`config.mk`:
```
export PLATFORM = sky130hd
export DESIGN_NAME = axi_lite_master_flat
export DESIGN_NICKNAME = d
export VERILOG_FILES = /design/src/rtl/axi_lite_if.sv /design/src/rtl/axi_lite_master.sv /design/src/flat_wrapper.sv
export SDC_FILE = /design/constraint.sdc
export NUM_CORES = 1
export LEC_CHECK = 0
export BUFFER_PORTS_ARGS = -buffer_cell sky130_fd_sc_hd__buf_2
export CORE_ASPECT_RATIO = 0.5
export CORE_MARGIN = 2
export CORE_UTILIZATION = 41
export DETAILED_ROUTE_END_ITERATION = 8
export HOLD_SLACK_MARGIN = 0.15
export PLACE_DENSITY = 0.77
export SYNTH_ARGS = -nofsm -noshare
export SYNTH_HDL_FRONTEND = slang
export SYNTH_SLANG_ARGS = --single-unit
```
`constraint.sdc`:
```
create_clock -name clk -period 1.5 [get_ports clk]
set_input_delay 0.225 -clock clk [delete_from_list [all_inputs] [get_ports clk]]
set_output_delay 0.225 -clock clk [all_outputs]
set_load 0.005 [all_outputs]
```
`src/rtl/axi_lite_if.sv`:
```
`timescale 1ns/1ps
// axi_lite_if: AXI4-Lite signal bundle (AW/W/B/AR/R channels).
//   master modport: drives awvalid/awaddr/wvalid/wdata/wstrb/bready/arvalid/araddr/rready
//   slave modport : drives awready/wready/bvalid/bresp/arready/rvalid/rdata/rresp
interface axi_lite_if #(
    parameter int unsigned ADDR_W = 32,
    parameter int unsigned DATA_W = 32
);
    logic                awvalid;
    logic                awready;
    logic [ADDR_W-1:0]   awaddr;
    logic                wvalid;
    logic                wready;
    logic [DATA_W-1:0]   wdata;
    logic [DATA_W/8-1:0] wstrb;
    logic                bvalid;
    logic                bready;
    logic [1:0]          bresp;
    logic                arvalid;
    logic                arready;
    logic [ADDR_W-1:0]   araddr;
    logic                rvalid;
    logic                rready;
    logic [DATA_W-1:0]   rdata;
    logic [1:0]          rresp;

    modport master (
        output awvalid, awaddr, wvalid, wdata, wstrb, bready, arvalid, araddr, rready,
        input  awready, wready, bvalid, bresp, arready, rvalid, rdata, rresp
    );

    modport slave (
        input  awvalid, awaddr, wvalid, wdata, wstrb, bready, arvalid, araddr, rready,
        output awready, wready, bvalid, bresp, arready, rvalid, rdata, rresp
    );
endinterface

```
`src/rtl/axi_lite_master.sv`:
```
`timescale 1ns/1ps
// axi_lite_master: single-outstanding AXI4-Lite master. Turns a valid/ready
// request (read or write) into one AXI4-Lite transaction and holds the
// registered response until the requester takes it.
//   clk, reset_n          : clock, asynchronous active-low reset
//   req_valid/req_ready   : request handshake (req_ready only in IDLE)
//   req_we/addr/wdata/wstrb : request payload (1 = write)
//   rsp_valid/rsp_ready   : response handshake
//   rsp_rdata/rsp_err     : read data (0 for writes), error = resp[1]
//   m                     : AXI4-Lite master port
module axi_lite_master #(
    parameter int unsigned ADDR_W = 32,
    parameter int unsigned DATA_W = 32
) (
    input  logic                clk,
    input  logic                reset_n,
    input  logic                req_valid,
    output logic                req_ready,
    input  logic                req_we,
    input  logic [ADDR_W-1:0]   req_addr,
    input  logic [DATA_W-1:0]   req_wdata,
    input  logic [DATA_W/8-1:0] req_wstrb,
    output logic                rsp_valid,
    input  logic                rsp_ready,
    output logic [DATA_W-1:0]   rsp_rdata,
    output logic                rsp_err,
    axi_lite_if.master          m
);

    typedef enum logic [2:0] {
        IDLE,
        RD_ADDR,
        RD_DATA,
        WR_REQ,
        WR_RESP,
        RESP
    } state_e;

    state_e state_q, state_d;

    logic [ADDR_W-1:0]   addr_q;
    logic [DATA_W-1:0]   wdata_q;
    logic [DATA_W/8-1:0] wstrb_q;
    logic                arvalid_q;
    logic                awvalid_q;
    logic                wvalid_q;
    logic [DATA_W-1:0]   rsp_rdata_q;
    logic                rsp_err_q;

    logic rready, bready;
    logic accept;
    logic ar_hs, aw_hs, w_hs, r_hs, b_hs;
    logic aw_fin, w_fin;
    logic unused_resp_lsb;

    assign accept = req_valid && req_ready;
    assign ar_hs  = arvalid_q && m.arready;
    assign aw_hs  = awvalid_q && m.awready;
    assign w_hs   = wvalid_q && m.wready;
    assign r_hs   = m.rvalid && rready;
    assign b_hs   = m.bvalid && bready;

    // A write channel is finished once its valid has dropped or it handshakes
    // this cycle; the two channels complete independently.
    assign aw_fin = !awvalid_q || m.awready;
    assign w_fin  = !wvalid_q || m.wready;

    // Only resp[1] distinguishes SLVERR/DECERR from OKAY/EXOKAY.
    assign unused_resp_lsb = m.rresp[0] ^ m.bresp[0];

    // State register
    always_ff @(posedge clk or negedge reset_n) begin
        if (!reset_n) begin
            state_q <= IDLE;
        end else begin
            state_q <= state_d;
        end
    end

    // Next-state logic
    always_comb begin
        state_d = state_q;
        unique case (state_q)
            IDLE:    if (req_valid) state_d = req_we ? WR_REQ : RD_ADDR;
            RD_ADDR: if (ar_hs) state_d = RD_DATA;
            RD_DATA: if (r_hs) state_d = RESP;
            WR_REQ:  if (aw_fin && w_fin) state_d = WR_RESP;
            WR_RESP: if (b_hs) state_d = RESP;
            RESP:    if (rsp_ready) state_d = IDLE;
            default: state_d = IDLE;
        endcase
    end

    // State-decoded outputs
    always_comb begin
        req_ready = 1'b0;
        rsp_valid = 1'b0;
        rready    = 1'b0;
        bready    = 1'b0;
        unique case (state_q)
            IDLE:    req_ready = 1'b1;
            RD_DATA: rready    = 1'b1;
            WR_RESP: bready    = 1'b1;
            RESP:    rsp_valid = 1'b1;
            default: ;
        endcase
    end

    // Request payload, channel valids and response registers. Payload is
    // held until the next accept so slaves may keep decoding the address.
    always_ff @(posedge clk or negedge reset_n) begin
        if (!reset_n) begin
            addr_q      <= '0;
            wdata_q     <= '0;
            wstrb_q     <= '0;
            arvalid_q   <= 1'b0;
            awvalid_q   <= 1'b0;
            wvalid_q    <= 1'b0;
            rsp_rdata_q <= '0;
            rsp_err_q   <= 1'b0;
        end else begin
            if (accept) begin
                addr_q    <= req_addr;
                wdata_q   <= req_wdata;
                wstrb_q   <= req_wstrb;
                arvalid_q <= !req_we;
                awvalid_q <= req_we;
                wvalid_q  <= req_we;
            end
            if (ar_hs) arvalid_q <= 1'b0;
            if (aw_hs) awvalid_q <= 1'b0;
            if (w_hs)  wvalid_q  <= 1'b0;
            if (r_hs) begin
                rsp_rdata_q <= m.rdata;
                rsp_err_q   <= m.rresp[1];
            end
            if (b_hs) begin
                rsp_rdata_q <= '0;
                rsp_err_q   <= m.bresp[1];
            end
        end
    end

    assign m.arvalid = arvalid_q;
    assign m.araddr  = addr_q;
    assign m.awvalid = awvalid_q;
    assign m.awaddr  = addr_q;
    assign m.wvalid  = wvalid_q;
    assign m.wdata   = wdata_q;
    assign m.wstrb   = wstrb_q;
    assign m.rready  = rready;
    assign m.bready  = bready;

    assign rsp_rdata = rsp_rdata_q;
    assign rsp_err   = rsp_err_q;

endmodule

```
`src/flat_wrapper.sv`:
```
// flat-port wrapper written by rule: the top's interface ports become plain ports
module axi_lite_master_flat 
#(
    parameter int unsigned ADDR_W = 32,
    parameter int unsigned DATA_W = 32
)
  (clk, reset_n, req_valid, req_ready, req_we, req_addr, req_wdata, req_wstrb, rsp_valid, rsp_ready, rsp_rdata, rsp_err, m_awvalid, m_awaddr, m_wvalid, m_wdata, m_wstrb, m_bready, m_arvalid, m_araddr, m_rready, m_awready, m_wready, m_bvalid, m_bresp, m_arready, m_rvalid, m_rdata, m_rresp);
  axi_lite_if #(.ADDR_W(ADDR_W), .DATA_W(DATA_W)) m_i ();
  input  logic clk;
  input  logic reset_n;
  input  logic req_valid;
  output logic req_ready;
  input  logic req_we;
  input  logic [ADDR_W-1:0] req_addr;
  input  logic [DATA_W-1:0] req_wdata;
  input  logic [DATA_W/8-1:0] req_wstrb;
  output logic rsp_valid;
  input  logic rsp_ready;
  output logic [DATA_W-1:0] rsp_rdata;
  output logic rsp_err;
  output wire logic [$bits(m_i.awvalid)-1:0] m_awvalid;
  output wire logic [$bits(m_i.awaddr)-1:0] m_awaddr;
  output wire logic [$bits(m_i.wvalid)-1:0] m_wvalid;
  output wire logic [$bits(m_i.wdata)-1:0] m_wdata;
  output wire logic [$bits(m_i.wstrb)-1:0] m_wstrb;
  output wire logic [$bits(m_i.bready)-1:0] m_bready;
  output wire logic [$bits(m_i.arvalid)-1:0] m_arvalid;
  output wire logic [$bits(m_i.araddr)-1:0] m_araddr;
  output wire logic [$bits(m_i.rready)-1:0] m_rready;
  input wire logic [$bits(m_i.awready)-1:0] m_awready;
  input wire logic [$bits(m_i.wready)-1:0] m_wready;
  input wire logic [$bits(m_i.bvalid)-1:0] m_bvalid;
  input wire logic [$bits(m_i.bresp)-1:0] m_bresp;
  input wire logic [$bits(m_i.arready)-1:0] m_arready;
  input wire logic [$bits(m_i.rvalid)-1:0] m_rvalid;
  input wire logic [$bits(m_i.rdata)-1:0] m_rdata;
  input wire logic [$bits(m_i.rresp)-1:0] m_rresp;
  assign m_awvalid = m_i.awvalid;
  assign m_awaddr = m_i.awaddr;
  assign m_wvalid = m_i.wvalid;
  assign m_wdata = m_i.wdata;
  assign m_wstrb = m_i.wstrb;
  assign m_bready = m_i.bready;
  assign m_arvalid = m_i.arvalid;
  assign m_araddr = m_i.araddr;
  assign m_rready = m_i.rready;
  assign m_i.awready = m_awready;
  assign m_i.wready = m_wready;
  assign m_i.bvalid = m_bvalid;
  assign m_i.bresp = m_bresp;
  assign m_i.arready = m_arready;
  assign m_i.rvalid = m_rvalid;
  assign m_i.rdata = m_rdata;
  assign m_i.rresp = m_rresp;
  axi_lite_master #(.ADDR_W(ADDR_W), .DATA_W(DATA_W)) u_core (.clk(clk), .reset_n(reset_n), .req_valid(req_valid), .req_ready(req_ready), .req_we(req_we), .req_addr(req_addr), .req_wdata(req_wdata), .req_wstrb(req_wstrb), .rsp_valid(rsp_valid), .rsp_ready(rsp_ready), .rsp_rdata(rsp_rdata), .rsp_err(rsp_err), .m(m_i));
endmodule
```
==> results.py <==
metrics = {
    "critical_path": {
        "timing_worst_setup_path_type": "reg -> reg",
        "path_cells": "buf_6, nor3_4, and2_4, buf_12, mux2_4",
        "cp.required_ns": 1.72,
        "setup.worst_path.start": "u_core.state_q[2]",
        "crit_path_top_delay_cell": "dfrtp_1",
        "r2r-start": "u_core.state_q[2]",
        "start_kind": "flip-flop",
        "cpPeakStageDelay_ns": 0.41,
        "path_max_fanout": 26,
        "critPathArrivalTime_ns": 1.81,
        "timing.critical_path.to_type": "flip-flop",
    },
    "final_layout": {
        "final_design_area_no_fill_mm2": 0.00744,
        "areaGrowthSynthToFinish_pct": 57.1,
        "layout-drive-gt1-share": 0.573,
        "multi_input_logic_area_mm2": 0.00165,
        "final_core_utilization": 0.669,
        "n_fill_cell": 789,
        "fin_nets": 751,
        "footprint_of_the_flip_flops_and_latches_mm2": 0.00268,
        "non_filler_instance_count_after_layout": 789,
    },
    "place": {
        "postPlaceCellArea_mm2": 0.00589,
        "portBuffers": 251,
        "hpwl_um": 8090,
        "dp.cells": 659,
        "place_congestion": 0.784,
        "preCtsSetupSlack_ns": -0.0137,
    },
    "synth": {
        "ys_seq_elements": 107,
        "post_synth.cell_area_avg_um2": 15.7,
        "number_of_enable_type_register_cells_in_the_synthesized_netlist": 0,
        "dominantRegCellSynth": "dfrtp_1",
        "postSynthNetCount": 415,
        "async_reset_ff_frac": 1.00,
        "synth.cell_area_mm2": 0.00473,
        "synthesis.instances": 301,
        "ys_seq_area_frac": 0.566,
        "yosys_warnings": 0,
        "post_synth_num_cell_types": 36,
    },
    "route": {
        "drc": 0,
        "first_pass_iters": 4,
        "routed_wirelength_um": 13600,
        "detail-route-antenna-nets": 0,
        "route.detailed.wl_per_inst_um": 17.2,
        "drtIter0Drc": 145,
        "dr_total_vias": 3773,
        "viasPerCell": 4.78,
    },
    "sta": {
        "timing.final.ws_setup_ns": -0.0914,
        "timing_max_transition_violations_final": 0,
        "min_period_ns": 1.59,
        "hold-worst-slack_ns": 0.200,
        "max_freq_mhz": 628,
        "post-route-period-util": 1.06,
        "slew_headroom": 0.803,
        "setup_viol": 60,
        "worst-slew-pin-transition_ns": 0.296,
        "timing.final.hold_violations": 0,
        "tns_ns": -3.42,
        "finalClockSkew_ns": 0.00660,
        "grt_setup_unrepaired": "true",
    },
    "power": {
        "vdd_ir_drop_max_mv": 0.758,
        "powerDensity_mw_per_mm2": 1820,
        "p_leak_nw": 3.85,
        "post-layout-total-power_mw": 13.5,
    },
    "clocking": {
        "clock_tree_from_tritoncts": "built",
        "ctsRootBufferMaster": "clkbuf_16",
        "clk-insertion-delay-late_ns": 0.33,
        "cts_inserted_buffers": 9,
        "numClockSinks": 107,
        "cts-root-to-sink-buffers": 2,
        "ctsHtreeMaxLevel": 3,
        "cts.reportedPaths.clkPinSlew_ns": 0.07,
    },
    "flow_run": {
        "maxCapViolations": 0,
    },
    "grt": {
        "initial_antenna_violation_count": 1,
        "grt_max_degree": 45,
        "grt_util_all_layers": 0.212,
        "grt_overflow_total": 0,
        "grt_first_pass_wirelength_um": 20400,
        "first_global_vias": 4031,
    },
    "floorplan": {
        "floorplan.die_area_mm2": 0.0125,
        "die_height_um": 80.0,
        "ios": 254,
        "std_cell_rows": 27,
        "core_area_mm2": 0.0111,
        "initial_core_util": 0.426,
        "die_width_um": 156,
    },
    "worst_hold_path": {
        "hold_class": "in -> reg",
        "hold_path.startpoint": "m_arready",
    },
    "outcome": {
        "outcome": "complete, but fails checks",
        "violations": "setup timing",
    },
}
## report_power, final
| part | internal [mW] | total [mW] | switching, mW |
|---|---|---|---|
| sequential | 4.19 | 5.06 | 0.871 |
| clock | 1.32 | 2.42 | 1.10 |
| combinational | 3.81 | 6.06 | 2.25 |
| total | 9.32 | 13.5 | 4.22 |
## path summary, 6_finish.rpt
check,to,slack (ns),depth (start not counted)
hold reg to reg,u_core.rsp_rdata[31],0.50,1
setup / recovery,u_core.m.araddr[30],-0.09,5
max in group asynchronous,u_core.m.araddr[15],0.66,3
setup reg to reg,u_core.m.araddr[30],-0.09,5
min in group asynchronous,u_core.m.wdata[24],0.31,2
hold / removal,u_core.m.arvalid,0.20,3
## layer usage
layer	up-vias	track usage	share of wire
met3	32	0.0418	0.031
li1	1710	-	-
met2	130	0.411	0.56
met1	1901	0.229	0.38
met5	-	0	0
met4	0	0.0908	0.028
## cells in the mapped netlist (all sizes together), types with 2 or more instances
master | number | area (µm²)
nor3 | 2 | 15.0
mux2 | 68 | 1020
a22o | 33 | 289
o21ai | 4 | 20.0
buf | 50 | 459
and2 | 4 | 27.5
nand2 | 5 | 21.3
nor2b | 3 | 26.3
a21oi | 2 | 10.0
nand2b | 6 | 37.5
nand3b | 2 | 15.0
dfrtp | 107 | 2680
## logic make-up (layout without fill, tap and decap cells)
family	count (synthesis)	after routing	synth area share
AND/OR/NAND/NOR	27	27	0.0381
buffers and inverters	51	392	0.0978
other	0	2	0
AO/OA/AOI/OAI	47	47	0.0817
multiplexers	69	69	0.217
flip-flops	107	107	0.566
## what timing repair did
item,4_1_cts,5_1_grt
hold buffers,103,0
endpoints found under the setup margin,29,95
pin swaps,0,5
setup buffers,3,3
resized for setup,9,12
endpoints found under the hold margin,208,0
cloned,0,3
## cell type report
class,count,share of cell area
timing repair buffer,375,0.352
tap,145,0.0244
multi-input combinational,143,0.221
antenna,2,0.000673
clock buffer,9,0.0303
sequential,107,0.360
inverter,1,0.000505
clock inverter,7,0.0113
## critical path, delay by kind of cell, from the launching register on
kind          cells  cell delay [ns]
flops             1             0.41
simple gates      2             0.35
buf+inv           2             0.36
mux               1             0.32
## flip-flops by register name (all words and copies together), names as in the netlist
register,flops
u_core.m.araddr,32
u_core.m.wdata,32
u_core.rsp_rdata,32
u_core.m.wstrb,4
u_core.state_q,3
u_core.m.arvalid,1
u_core.m.awvalid,1
u_core.m.wvalid,1
u_core.rsp_err,1
## cell usage in the layout, fill, tap and decap left out, types with 4 or more instances in the layout
cell / n
buf_2: 248
buf_6: 6
dfrtp_1: 107
clkbuf_16: 11
nand2b_1: 5
dlygate4sd3_1: 103
nand2_1: 4
a22o_1: 33
buf_4: 7
buf_12: 8
mux2_4: 68
Power figures use the tool's default switching activity.
